### src/rtl/iq_upconverter.sv
// rtl/iq_upconverter.sv - zero-order-hold I/Q upconverter mixing baseband symbols onto an NCO carrier
module iq_upconverter #(
  parameter int SPS = 8,
  parameter int W   = 16
) (
  input  logic         clk,
  input  logic         reset,
  input  logic [W-1:0] i_in,
  input  logic [W-1:0] q_in,
  input  logic         in_valid,
  output logic         in_ready,
  input  logic [W-1:0] cos_in,
  input  logic [W-1:0] sin_in,
  output logic [W-1:0] s_out,
  output logic         out_valid,
  output logic         underrun
);

  localparam int CW = (SPS > 1) ? $clog2(SPS) : 1;

  typedef enum logic {IDLE, RUN} state_t;

  state_t               state, state_nxt;
  logic [CW-1:0]        cnt, cnt_nxt;
  logic signed [W-1:0]  hold_i, hold_q, hold_i_nxt, hold_q_nxt;
  logic                 underrun_nxt;
  logic                 last, accept;

  logic signed [2*W-1:0] p_i, p_q;
  logic signed [2*W:0]   d;
  logic                  act1, act2;
  logic [W-1:0]          sat_val;

  assign last   = (cnt == CW'(SPS - 1));
  assign accept = in_valid & in_ready;

  always_comb begin
    state_nxt    = state;
    cnt_nxt      = cnt;
    hold_i_nxt   = hold_i;
    hold_q_nxt   = hold_q;
    underrun_nxt = 1'b0;
    in_ready     = 1'b0;
    case (state)
      IDLE: begin
        in_ready = !reset;
        if (accept) begin
          hold_i_nxt = i_in;
          hold_q_nxt = q_in;
          cnt_nxt    = '0;
          state_nxt  = RUN;
        end
      end
      RUN: begin
        in_ready = !reset && last;
        cnt_nxt  = cnt + 1'b1;
        if (last) begin
          cnt_nxt = '0;
          if (accept) begin
            hold_i_nxt = i_in;
            hold_q_nxt = q_in;
          end else begin
            // Starved: zeroed hold values keep the pipeline draining zeros.
            state_nxt    = IDLE;
            hold_i_nxt   = '0;
            hold_q_nxt   = '0;
            underrun_nxt = 1'b1;
          end
        end
      end
      default: state_nxt = IDLE;
    endcase
  end

  always_ff @(posedge clk) begin
    if (reset) begin
      state    <= IDLE;
      cnt      <= '0;
      hold_i   <= '0;
      hold_q   <= '0;
      underrun <= 1'b0;
    end else begin
      state    <= state_nxt;
      cnt      <= cnt_nxt;
      hold_i   <= hold_i_nxt;
      hold_q   <= hold_q_nxt;
      underrun <= underrun_nxt;
    end
  end

  // Keep the two guard bits above the Q1 output position; anything but all-equal overflows.
  always_comb begin
    sat_val = d[2*W-2:W-1];
    if (d[2*W:2*W-2] != 3'b000 && d[2*W:2*W-2] != 3'b111)
      sat_val = d[2*W] ? {1'b1, {(W-1){1'b0}}} : {1'b0, {(W-1){1'b1}}};
  end

  always_ff @(posedge clk) begin
    if (reset) begin
      p_i       <= '0;
      p_q       <= '0;
      d         <= '0;
      s_out     <= '0;
      act1      <= 1'b0;
      act2      <= 1'b0;
      out_valid <= 1'b0;
    end else begin
      p_i       <= (2*W)'(hold_i) * (2*W)'($signed(cos_in));
      p_q       <= (2*W)'(hold_q) * (2*W)'($signed(sin_in));
      act1      <= (state == RUN);
      d         <= (2*W+1)'(p_i) - (2*W+1)'(p_q);
      act2      <= act1;
      s_out     <= sat_val;
      out_valid <= act2;
    end
  end

endmodule

### config.mk
export PLATFORM = sky130hd
export DESIGN_NAME = iq_upconverter
export DESIGN_NICKNAME = d
export VERILOG_FILES = /design/src/rtl/iq_upconverter.sv
export SDC_FILE = /design/constraint.sdc
export NUM_CORES = 2
export LEC_CHECK = 0
export CAP_MARGIN = 20
export CELL_PAD_IN_SITES_DETAIL_PLACEMENT = 1
export CELL_PAD_IN_SITES_GLOBAL_PLACEMENT = 2
export CORE_UTILIZATION = 35
export DETAILED_ROUTE_END_ITERATION = 10
export GPL_ROUTABILITY_DRIVEN = 0
export HOLD_SLACK_MARGIN = 0.12
export MAX_ROUTING_LAYER = met4
export PLACE_DENSITY = 0.74
export SYNTH_ARGS = -nofsm -noshare
export SYNTH_HDL_FRONTEND = slang
export SYNTH_SLANG_ARGS = --single-unit
### constraint.sdc
create_clock -name clk -period 6.52 [get_ports clk]
set_clock_uncertainty 0.2 [all_clocks]
set_input_delay 0.978 -clock clk [delete_from_list [all_inputs] [get_ports clk]]
set_output_delay 0.978 -clock clk [all_outputs]
set_load 0.01 [all_outputs]
==> flow_summary.json <==
{
  "power_frac_clock_pct": 15.2,
  "maxCapViolCount": 0,
  "synthCells": 2648,
  "grt_pass1_wl_um": 112500,
  "fin_cells": 3914,
  "cts_tree": "done",
  "synthTopCellsByArea": "fa_1, dfxtp_1, ha_1, inv_1, and2_1",
  "port_buffers": 85,
  "die_width_um": 266.5,
  "ys_types": 59,
  "power.share.combinational_pct": 68.3,
  "endpoint_kind": "flop",
  "p_leak_nw": 14.99,
  "ir_drop_mv": 0.1804,
  "cts-root-buf": "clkbuf_16",
  "crit_arrival_ns": 6.51,
  "wirelength_um": 67720,
  "ios": 86,
  "first_global_vias": 21693,
  "ys_warn_count": 0,
  "ant_nets": 0,
  "nNetsFinal": 3755,
  "num_rows": 96,
  "dr.pass1.iters": 4,
  "pre_cts_ws_ns": -0.8578,
  "clk_pin_slew_ns": 0.07,
  "ys_async_sr_fraction_pct": 0,
  "hpwl_um": 56230,
  "antenna_found_initial": 2,
  "clk_latency_ns": 0.47,
  "max_freq_mhz": 156.7,
  "vias": 18525,
  "syn2layout_area_growth_pct": 21.39,
  "setup_viol": 0,
  "finalMaxSlewViolations": 0,
  "status": "finished clean",
  "cp.required_ns": 6.65,
  "synth_edf_count": 0,
  "syn_area_per_cell_um2": 9.249,
  "wl_per_cell_um": 17.30,
  "fillers": 8003,
  "worstSetupPathType": "input pin to flop",
  "dp.cells": 3841,
  "finalHoldViolCount": 0,
  "ys_ff_latch": 138,
  "synthesis.nets": 3436,
  "max_slew.worst_pin.slew_ns": 0.9069,
  "powerDensity_mw_per_mm2": 237.4,
  "holdBufCountCts": 0,
  "fin_crit_sh_pct": 97.88,
  "swShare_pct": 43.18,
  "timing.slew.headroom_pct": 39.54,
  "ctsLongestPathBuffers": 2,
  "cts.sinks": 138,
  "numCtsBuffers": 17,
  "ys_seq_area_share_pct": 11.28,
  "core_region_area_mm2": 0.06895,
  "worstSetupStartpointType": "input pin",
  "crit_fanout": 8,
  "setup_ws_ns": 0.1381,
  "grt_max_degree": 66,
  "die_y_um": 266.5,
  "yosysTopAreaCell": "fa_1",
  "drt_iter0_markers": 634,
  "mostFrequentLayoutCell": "inv_1",
  "rsz0062_at_grt": "yes",
  "route.detailed.drc": 0,
  "power.internal_mw": 4.010,
  "grt-ovfl-total": 0,
  "seq_power_share_pct": 16.5,
  "drive_gt1_share_pct": 15.77,
  "synth_ff_type": "dfxtp_1",
  "min_period_ns": 6.382,
  "min_path_type": "flop to flop",
  "initial_core_util_pct": 35.52,
  "die-area_mm2": 0.07104,
  "power.switching_mw": 3.047,
  "grt_usage_pct": 20.91,
  "final_cell_mix": "inv_1, fa_1, buf_4",
  "routed_via_density": 4.733,
  "synth_top_area_share_pct": 42.83,
  "htreeDepth": 4,
  "synth_area_mm2": 0.02449
}
cells in the mapped netlist, drive strengths merged (3+ instances only):
cell type,number
clkbuf,87
ha,197
a22oi,32
inv,600
nand2,262
a21oi,56
fa,524
nor2b,20
nor3b,5
or3,3
nand3,13
o21a,25
nand4,11
o211ai,6
nor2,164
dfxtp,138
nand2b,15
o31ai,4
a21o,38
o21bai,12
nor3,17
xnor2,54
a211oi,13
buf,3
o21ai,30
a31oi,8
xor2,27
and3,4
and2,250
sequential cells by signal, summed over array words and instances, names as in the netlist:
signal and cells:
act2 1, cnt 3, p_i 32, state 1, out_valid 1, s_out 16
hold_i 16, act1 1, underrun 1, p_q 32, d 18, hold_q 16
area by class of cell:
| class | count | area [um2] | area share [%] |
|---|---|---|---|
| clock inverters | 15 | 203.9 | 0.6860 |
| repair buffers | 390 | 3339 | 11.23 |
| multi-input cells | 1820 | 19570 | 65.82 |
| well taps | 931 | 1165 | 3.918 |
| diodes | 3 | 7.507 | 0.02525 |
| flip-flops and latches | 138 | 2764 | 9.296 |
| clock buffers | 17 | 425.4 | 1.431 |
| inverters | 600 | 2256 | 7.588 |
power groups by stage:
stage | Sequential, mW | Combinational, mW | Clock [mW]
finish | 1.17 | 4.82 | 1.07
global route | 1.19 | 5.44 | 1.14
CTS | 1.17 | 4.79 | 1.11
detailed placement | 1.18 | 4.64 | 0
global placement | 1.18 | 4.51 | 0
floorplan | 1.16 | 2.95 | 0
through the flow:
step           setup TNS [ns]  hold slack (ns)  total power [mW]  area (um2)  util, %
6_report                    0           0.2462             7.057       29730    43.12
5_1_grt               -0.1366           0.2778             7.767       29730    43.11
4_1_cts             -0.006663           0.2573             7.067       29400    42.64
3_5_place_dp           -20.89           0.2255             5.820       28290    41.04
3_3_place_gp           -17.53           0.2358             5.693       28290    41.04
2_1_floorplan        -0.03468           0.2138             4.106       24510        -
worst max-delay path, cell delays in order:
cell	delay [ns]
clkbuf_4	0.16
buf_12	0.15
and2_4	0.16
fa_1	0.53
inv_1	0.05
fa_1	0.47
fa_1	0.51
inv_1	0.05
fa_1	0.45
fa_1	0.50
inv_1	0.05
fa_1	0.47
inv_1	0.06
ha_4	0.28
o21a_1	0.13
o211ai_1	0.16
a21oi_2	0.23
nor2_4	0.06
a2111oi_4	0.49
nor3b_4	0.12
o31ai_2	0.25
xnor2_1	0.15
nor2_1	0.05
layer usage:
layer / GRT usage (%) / vias to the layer above / wire, um
li1: - / 8562 / -
met1: 25.97 / 9668 / 30010
met2: 35.84 / 210 / 34400
met3: 2.906 / 85 / 1890
met4: 5.048 / 0 / 1415
met5: - / - / 0
final timing paths:
kind | start | end | slack (ns) | depth (start not counted)
worst max-delay path | sin_in[4] | p_q[29]$_SDFF_PP0_ | 0.14 | 23
worst min-delay path | act1$_SDFF_PP0_ | act2$_SDFF_PP0_ | 0.25 | 1
worst max register to register | hold_q[5]$_SDFFE_PP0P_ | p_q[25]$_SDFF_PP0_ | 0.23 | 21
worst min register to register | act1$_SDFF_PP0_ | act2$_SDFF_PP0_ | 0.25 | 1
timing repair:
item	in CTS	in global routing
gates cloned	8	1
pin swaps	44	81
endpoints found under the setup margin	26	21
setup buffers	14	16
resized for setup	98	127
cells by family after synthesis:
group,after synthesis,share of synthesized area [%]
flops,138,11.28
buf+inv,690,10.61
fa+ha+maj,721,52.89
xor+xnor,81,2.897
simple gates,774,15.39
compound gates,241,6.805
mux,3,0.1277
No activity file was read; power rests on OpenSTA's default activity.
